File: src/rtl/obi_dram_arb_pkg.sv
// rtl/obi_dram_arb_pkg.sv - width helpers and ID FIFO entry type for the DRAM arbiter
package obi_dram_arb_pkg;

    localparam int ID_MAX_W = 8;

    // One FIFO entry records which master issued a granted transaction.
    typedef logic [ID_MAX_W-1:0] arb_id_t;

    function automatic int mst_idx_w(input int num_masters);
        return (num_masters > 1) ? $clog2(num_masters) : 1;
    endfunction

    function automatic int fifo_cnt_w(input int depth);
        return $clog2(depth + 1);
    endfunction

endpackage

File: src/rtl/obi_pkg.sv
// rtl/obi_pkg.sv - OBI request/response bus types shared by masters and the DRAM slave
package obi_pkg;

    typedef struct packed {
        logic        req;
        logic        we;
        logic [3:0]  be;
        logic [31:0] addr;
        logic [31:0] wdata;
    } obi_req_t;

    typedef struct packed {
        logic        gnt;
        logic        rvalid;
        logic [31:0] rdata;
    } obi_resp_t;

endpackage

File: src/rtl/obi_dram_arb_id_fifo.sv
// rtl/obi_dram_arb_id_fifo.sv - in-order FIFO of issuing-master IDs for outstanding transactions
module obi_dram_arb_id_fifo
    import obi_dram_arb_pkg::*;
#(
    parameter int DEPTH = 4,
    localparam int CNT_W = fifo_cnt_w(DEPTH)
) (
    input  logic             clk_i,
    input  logic             rst_ni,
    input  logic             push_i,
    input  arb_id_t          data_i,
    input  logic             pop_i,
    output arb_id_t          data_o,
    output logic             full_o,
    output logic             empty_o,
    output logic [CNT_W-1:0] count_o
);

    localparam int PTR_W = (DEPTH > 1) ? $clog2(DEPTH) : 1;

    arb_id_t          mem [DEPTH];
    logic [PTR_W-1:0] wr_ptr;
    logic [PTR_W-1:0] rd_ptr;
    logic [CNT_W-1:0] count;
    logic             do_push;
    logic             do_pop;

    function automatic logic [PTR_W-1:0] next_ptr(input logic [PTR_W-1:0] p);
        return (p == PTR_W'(DEPTH - 1)) ? '0 : p + 1'b1;
    endfunction

    assign full_o  = (count == CNT_W'(DEPTH));
    assign empty_o = (count == '0);
    assign count_o = count;
    assign data_o  = mem[rd_ptr];
    assign do_push = push_i & ~full_o;
    assign do_pop  = pop_i & ~empty_o;

    always_ff @(posedge clk_i) begin
        if (do_push) begin
            mem[wr_ptr] <= data_i;
        end
    end

    always_ff @(posedge clk_i or negedge rst_ni) begin
        if (!rst_ni) begin
            wr_ptr <= '0;
            rd_ptr <= '0;
            count  <= '0;
        end else begin
            if (do_push) wr_ptr <= next_ptr(wr_ptr);
            if (do_pop)  rd_ptr <= next_ptr(rd_ptr);
            case ({do_push, do_pop})
                2'b10:   count <= count + 1'b1;
                2'b01:   count <= count - 1'b1;
                default: count <= count;
            endcase
        end
    end

endmodule

File: src/rtl/obi_dram_arbiter.sv
// rtl/obi_dram_arbiter.sv - round-robin OBI arbiter sharing one DRAM slave port among masters
module obi_dram_arbiter
    import obi_pkg::*;
    import obi_dram_arb_pkg::*;
#(
    parameter int NUM_MASTERS     = 2,
    parameter int MAX_OUTSTANDING = 4,
    localparam int IDX_W = mst_idx_w(NUM_MASTERS),
    localparam int CNT_W = fifo_cnt_w(MAX_OUTSTANDING)
) (
    input  logic                         clk_i,
    input  logic                         rst_ni,
    input  obi_req_t  [NUM_MASTERS-1:0]  mst_req_i,
    output obi_resp_t [NUM_MASTERS-1:0]  mst_resp_o,
    output obi_req_t                     dram_req_o,
    input  obi_resp_t                    dram_resp_i,
    output logic [CNT_W-1:0]             outstanding_o,
    output logic                         err_o
);

    logic [IDX_W-1:0] rr_ptr;
    logic [IDX_W-1:0] lock_idx;
    logic             lock_valid;
    logic [IDX_W-1:0] winner;
    logic             issue_en;
    logic             hs;
    logic             pop;
    logic             fifo_full;
    logic             fifo_empty;
    arb_id_t          fifo_head;

    function automatic logic [IDX_W-1:0] next_idx(input logic [IDX_W-1:0] i);
        return (i == IDX_W'(NUM_MASTERS - 1)) ? '0 : i + 1'b1;
    endfunction

    always_comb begin
        logic [IDX_W-1:0] cand;
        logic             found;
        winner = rr_ptr;
        cand   = rr_ptr;
        found  = 1'b0;
        for (int k = 0; k < NUM_MASTERS; k++) begin
            if (!found && mst_req_i[cand].req) begin
                winner = cand;
                found  = 1'b1;
            end
            cand = next_idx(cand);
        end
        // A pending ungranted request keeps the bus until the slave accepts it.
        if (lock_valid) begin
            winner = lock_idx;
        end
    end

    // Full check uses the registered count, so a same-cycle pop does not reopen issue.
    assign issue_en   = mst_req_i[winner].req & ~fifo_full;
    assign dram_req_o = issue_en ? mst_req_i[winner] : '0;
    assign hs         = issue_en & dram_resp_i.gnt;
    assign pop        = dram_resp_i.rvalid & ~fifo_empty;

    always_comb begin
        mst_resp_o = '0;
        for (int i = 0; i < NUM_MASTERS; i++) begin
            if (IDX_W'(i) == winner) begin
                mst_resp_o[i].gnt = dram_resp_i.gnt & issue_en;
            end
            if (pop && (arb_id_t'(i) == fifo_head)) begin
                mst_resp_o[i].rvalid = 1'b1;
                mst_resp_o[i].rdata  = dram_resp_i.rdata;
            end
        end
    end

    always_ff @(posedge clk_i or negedge rst_ni) begin
        if (!rst_ni) begin
            rr_ptr     <= '0;
            lock_valid <= 1'b0;
            lock_idx   <= '0;
            err_o      <= 1'b0;
        end else begin
            if (hs) begin
                rr_ptr     <= next_idx(winner);
                lock_valid <= 1'b0;
            end else if (dram_req_o.req) begin
                lock_valid <= 1'b1;
                lock_idx   <= winner;
            end else begin
                lock_valid <= 1'b0;
            end
            if (dram_resp_i.rvalid && fifo_empty) begin
                err_o <= 1'b1;
            end
        end
    end

    obi_dram_arb_id_fifo #(
        .DEPTH (MAX_OUTSTANDING)
    ) u_id_fifo (
        .clk_i   (clk_i),
        .rst_ni  (rst_ni),
        .push_i  (hs),
        .data_i  (arb_id_t'(winner)),
        .pop_i   (pop),
        .data_o  (fifo_head),
        .full_o  (fifo_full),
        .empty_o (fifo_empty),
        .count_o (outstanding_o)
    );

endmodule

File: config.mk
export PLATFORM = sky130hd
export DESIGN_NAME = obi_dram_arbiter
export DESIGN_NICKNAME = d
export VERILOG_FILES = /design/src/rtl/obi_dram_arb_pkg.sv /design/src/rtl/obi_pkg.sv /design/src/rtl/obi_dram_arb_id_fifo.sv /design/src/rtl/obi_dram_arbiter.sv
export SDC_FILE = /design/constraint.sdc
export NUM_CORES = 1
export LEC_CHECK = 0
export BUFFER_PORTS_ARGS = -buffer_cell sky130_fd_sc_hd__buf_2
export CAP_MARGIN = 20
export CELL_PAD_IN_SITES_DETAIL_PLACEMENT = 1
export CELL_PAD_IN_SITES_GLOBAL_PLACEMENT = 1
export CORE_AREA = 2 2 124 126
export CTS_BUF_LIST = sky130_fd_sc_hd__clkbuf_4 sky130_fd_sc_hd__clkbuf_8
export DETAILED_ROUTE_END_ITERATION = 6
export DIE_AREA = 0 0 126 128
export PLACE_DENSITY = 0.82
export RECOVER_POWER = 50
export SLEW_MARGIN = 20
export SYNTH_ARGS = -nofsm -noshare
export SYNTH_HDL_FRONTEND = slang
export SYNTH_SLANG_ARGS = --single-unit
File: constraint.sdc
create_clock -name clk_i -period 2.9 [get_ports clk_i]
set_clock_uncertainty 0.1 [all_clocks]
set_input_delay 0.29 -clock clk_i [delete_from_list [all_inputs] [get_ports clk_i]]
set_output_delay 0.29 -clock clk_i [all_outputs]
set_load 0.02 [all_outputs]
## Word-level counts from Yosys, hierarchy flattened

Memory sizes are Yosys's and may differ from the RTL's.
Index checks and enable logic that the tools add are counted.

| operators by class | value |
|---|---|
| add/subtract/negate cells | 6 |
| magnitude comparators | 3 |
| equality and inequality tests | 6 |
| multiplexer cells | 23 |
| bitwise logic cells | 8 |
| reduce and logical (&&, ||, !) cells | 9 |

Operator list:

| kind | number |
|---|---|
| $mux 70 | 7 |
| $mux 33 | 2 |
| $mux 1 | 11 |
| $eq 1x8->1 const A | 1 |
| $logic_not 8->1 | 1 |
| $eq 2x2->1 const B | 3 |
| $lt 1x2->1 const B | 3 |
| $pmux 3 s2 | 1 |
| $and 1x1->1 | 5 |
| $add 2x1->2 const B | 2 |
| $logic_and 1x1->1 | 4 |
| $mux 2 | 2 |
| $add 3x1->3 const B | 1 |
| $eq 3x3->1 const B | 1 |
| $logic_not 3->1 | 1 |
| $not 1->1 | 3 |
| $sub 3x1->3 const B | 1 |
| $add 1x1->1 const B | 2 |
| $eq 2x1->1 const B | 1 |
| $reduce_and 2->1 | 1 |
| $reduce_bool 2->1 | 1 |
| $logic_not 1->1 | 1 |

| storage, ports and cells | value |
|---|---|
| flip-flop bits (word level) | 11 |
| bits in writable memories | 4 |
| input bits | 176 |
| output and inout port bits | 142 |
| logic and storage cells | 63 |
| memories kept | 1 |

Memories:

| name | depth | bits a word | read ports | clocked after Yosys merged registers in | write ports | RTL line | RTL |
|---|---|---|---|---|---|---|---|
| u_id_fifo.mem | 4 | 1 | 1 | 0 | 1 | obi_dram_arb_id_fifo.sv:21 | `arb_id_t mem [DEPTH];` |

## Logic depth before layout (Yosys ltp)

| logic depth | value |
|---|---|
| depth in word-level cells | 14 |
| mapped depth | 10 |
| gate-level depth less buffers | 9 |

## Cells and area by module

From an unflattened synthesis, not the netlist that was laid out.

| unflattened totals | value |
|---|---|
| cells, all modules | 432 |
| area, all modules | 3558.4 um2 |

By module, submodules not included:

| module | instances | cells an instance | area an instance (um2) | seq. area each (um2) |
|---|---|---|---|---|
| obi_dram_arbiter | 1 | 350 | 1921.8 | 100.1 |
| obi_dram_arb_id_fifo | 1 | 82 | 1636.6 | 1136.1 |

## Worst setup path after synthesis

Ideal clock, no wire load.

| timing | value |
|---|---|
| kind | register to register |
| start | register u_id_fifo.count[1] (netlist: u_id_fifo.count_o[1]) |
| end | register u_id_fifo.count[2] (netlist: u_id_fifo.count_o[2]) |
| setup time | 0.080 ns |
| data arrival time | 2.094 ns |
| required time | 2.720 ns |
| path slack | 0.626 ns |
| stages on the path, launching flop included | 9 |
| buffers on the path | 0 |
| clock period less this slack | 2.274 ns |
| cell sequence | dfrtp_1 -> or3b_2 -> o2111ai_2 -> ha_1 -> inv_1 -> fa_1 -> xor2_1 -> nor2_1 -> xor2_1 |

| on the way | value |
|---|---|
| cells in the longest elaborated chain, start to end | 7 |
| elaborated cells on any way between the ends | 15 |
| those cells by class | add/sub (2); eq/ne (3); mux (1); bitwise (7); reduce/logical (2) |

Ends and longest elaborated chain:

| what | RTL line | RTL |
|---|---|---|
| start: declaration | obi_dram_arb_id_fifo.sv:24 | `logic [CNT_W-1:0] count;` |
| start signal: assignment | obi_dram_arb_id_fifo.sv:54 | `2'b10: count <= count + 1'b1;` |
| start signal: assignment | obi_dram_arb_id_fifo.sv:55 | `2'b01: count <= count - 1'b1;` |
| start signal: assignment | obi_dram_arb_id_fifo.sv:56 | `default: count <= count;` |
| $eq 3x3->1 | obi_dram_arb_id_fifo.sv:32 | `assign full_o = (count == CNT_W'(DEPTH));` |
| $not 1->1 | obi_dram_arb_id_fifo.sv:36, obi_dram_arbiter.sv:56 |  |
| $and 1x1->1 | obi_dram_arbiter.sv:56 | `assign issue_en = mst_req_i[winner].req & ~fifo_full;` |
| $and 1x1->1 | obi_dram_arbiter.sv:58 | `assign hs = issue_en & dram_resp_i.gnt;` |
| $and 1x1->1 | obi_dram_arb_id_fifo.sv:36 | `assign do_push = push_i & ~full_o;` |
| $eq 2x1->1 or $eq 2x2->1 (tied branches) | obi_dram_arb_id_fifo.sv:53 | `case ({do_push, do_pop})` |
| $pmux 3 s2 or $reduce_bool 2->1 (tied branches) | -- |  |

Several ways; a longest one is shown, not always the timed one.
A chain may end at the register's enable or synchronous reset.

==> flow_metrics.py <==
metrics = {
    "run_status": {
        "status": "complete, no violations",
    },
    "layout": {
        "final_nets": 876,
        "fin_util_pct": 29.8,
        "final_cell_mix": "buf_2, nand3_1, nand4_1, a21oi_1, and3_1",
        "layout_commonest_cell": "buf_2",
        "drive_above_1_share_pct": 42.3,
        "syn_to_final_growth_pct": 64.4,
        "multi_input_area_um2": 2000,
        "regArea_um2": 395,
        "fillerInstances": 2017,
        "design_area_um2": 4430,
        "insertedDiodeCount": 0,
    },
    "drt": {
        "firstDrtPassIters": 4,
        "wl_per_cell_um": 16.2,
        "vias": 4381,
        "ant_nets": 0,
        "drt-initial-drc-count": 291,
        "drc": 0,
        "vias_per_cell": 4.98,
        "routed_wl_um": 14200,
    },
    "sta": {
        "holdWs_ns": 0.171,
        "period_needed_ns": 2.53,
        "relSlewSlack_pct": 43.8,
        "fin_crit_sh_pct": 87.1,
        "post-route-worst-setup-slack_ns": 0.374,
        "slew_viol_final": 0,
        "rsz0062_at_grt": "no",
        "tns_ns": 0,
        "setup_viol": 0,
        "timing.fmax_mhz": 396,
        "hold_violations": 0,
        "worst_pin_slew_ns": 0.843,
    },
    "place": {
        "io_buffers": 317,
        "gp_congestion": 0.749,
        "placed_area_um2": 4450,
        "dp_slack_ns": 0.541,
        "dp_hpwl_um": 10800,
    },
    "min_path": {
        "hold_path_depth": 2,
        "hold_class": "in -> reg",
    },
    "cts": {
        "cts_inserted_buffers": 3,
        "hold_buffers": 1,
        "max-clock-path-buffers": 2,
        "cts_tree": "done",
        "cts.sinks": 15,
        "cts_root_buf": "clkbuf_8",
        "ctsResizeCount": 0,
        "post_cts_buffers": 0,
        "h-tree-depth": 1,
        "path_clk_slew_ns": 0.06,
        "clk-insertion-delay-late_ns": 0.24,
    },
    "logic_synthesis": {
        "synth_cell_type_count": 41,
        "ys.warnings.count": 0,
        "syn-num-nets": 595,
        "synth.top_cell.area_share_pct": 16.0,
        "ys.flop_type": "dfrtp_1",
        "syn_inst": 412,
        "synth_edf_count": 4,
        "syn_area_um2": 2690,
        "yosysTopAreaCell": "nand4_1",
        "synth_async_sr_flop_share_pct": 73.3,
        "synth_area_per_cell_um2": 6.54,
        "yosysSeqAreaShare_pct": 14.7,
        "ys_seq_elements": 15,
        "synthTopCellsByArea": "nand4_1, and3_1, a21oi_1, nand3_1, dfrtp_1",
    },
    "power": {
        "p_per_area_nw_per_um2": 820,
        "irDropWorstVdd_v": 0.000327,
        "p_leak_nw": 2.43,
    },
    "worst_setup_path": {
        "cp.required_ns": 2.51,
        "r2r_slack_ns": 0.47,
        "crit_arrival_ns": 2.14,
        "worstSetupStartpointType": "flop",
        "path_class": "reg -> out",
        "worst-path-max-fanout": 33,
        "rr_worst_depth": 8,
        "crit_chain": "mux2i_1 > mux2_1 > and3_1 > clkbuf_1",
        "critPathSlowestCell": "mux2_1",
        "critPathMaxStageDelay_ns": 0.73,
        "end_kind": "primary output",
    },
    "global_routing": {
        "grt_pass1_wl_um": 22000,
        "grt.total_usage_pct": 16.1,
        "antenna_found_initial": 0,
        "overflow": 0,
        "grt_pass1_vias": 4152,
        "grt_max_degree": 75,
    },
    "die": {
        "die_h_um": 128,
        "core_area_um2": 14900,
        "start_util_pct": 18.1,
        "die_w_um": 126,
        "io_pins": 318,
        "row_count": 45,
        "die-area_um2": 16100,
    },
    "flow_run": {
        "max_cap_violations": 0,
    },
}
power by group:
part	switching (W)	total, W	internal [W]	leakage, nW
logic	0.00203	0.00303	0.00100	2.24
clock network	0.0000710	0.000177	0.000106	0.0262
registers	0.000108	0.000421	0.000314	0.164
total	0.00221	0.00363	0.00142	2.43
through the flow:
step / cells / power, W
global placement: 875 / 0.00350
floorplan: 412 / 0.00243
global route: 880 / 0.00393
finish: 880 / 0.00363
detailed placement: 875 / 0.00355
CTS: 880 / 0.00374
layout make-up:
type                            count  share of cell area [%]
Multi-Input combinational cell    328                    45.2
Timing Repair Buffer              336                    38.6
Sequential cell                    15                    8.93
Tap cell                          188                    5.32
Clock buffer                        4                    1.10
Inverter                            9                   0.763
path summary, 6_finish.rpt:
| check | endpoint | from |
|---|---|---|
| setup / recovery | mst_resp_o[25] | u_id_fifo.rd_ptr[1]$_DFFE_PN0P_ |
| min in group asynchronous | u_id_fifo.rd_ptr[0]$_DFFE_PN0P_ | rst_ni |
| max in group asynchronous | u_id_fifo.wr_ptr[1]$_DFFE_PN0P_ | rst_ni |
| hold / removal | err_o$_DFFE_PN0P_ | dram_resp_i[32] |
| hold reg to reg | err_o$_DFFE_PN0P_ | err_o$_DFFE_PN0P_ |
| setup reg to reg | u_id_fifo.count_o[2]$_DFFE_PN0P_ | lock_valid$_DFF_PN0_ |
cell families after synthesis:
kind of cell | share of synthesized area (%)
muxes | 3.58
buffers and inverters | 11.2
adders and majority gates | 3.53
AOI/OAI and AO/OA | 16.5
DFF | 14.7
xor gates and xnor gates | 0.976
and+or+nand+nor | 49.4
state kept, by name (all words and copies together) (netlist names):
name               cells
u_id_fifo.wr_ptr       2
u_id_fifo.mem          4
u_id_fifo.count_o      3
u_id_fifo.rd_ptr       2
err_o                  1
lock_valid             1
lock_idx               1
rr_ptr                 1
cell usage after synthesis, types with 3 or more instances:
library cell  instances
clkbuf_1             35
nand2b_1              3
nand4_1              69
nor2_1                7
edfxtp_1              4
nand3_1              69
clkbuf_2              3
and3_1               68
mux2_2                5
nor3_1                3
inv_1                 9
buf_2                17
dfrtp_1              11
ha_1                  6
mux2i_1               4
a21oi_1              69
critical path, delay by kind of cell, from the launching register on:
family	cells	cell delay (ns)
buf+inv	1	0.25
flops	1	0.42
mux	2	0.98
simple gates	1	0.25
metal layers:
layer	vias up	wire length, um	track usage [%]
met5	-	0	0
met3	6	924	2.67
met4	0	51	1.03
met2	164	7190	28.4
met1	2081	6080	21.7
li1	2130	-	-
(Power assumes the default switching activity.)
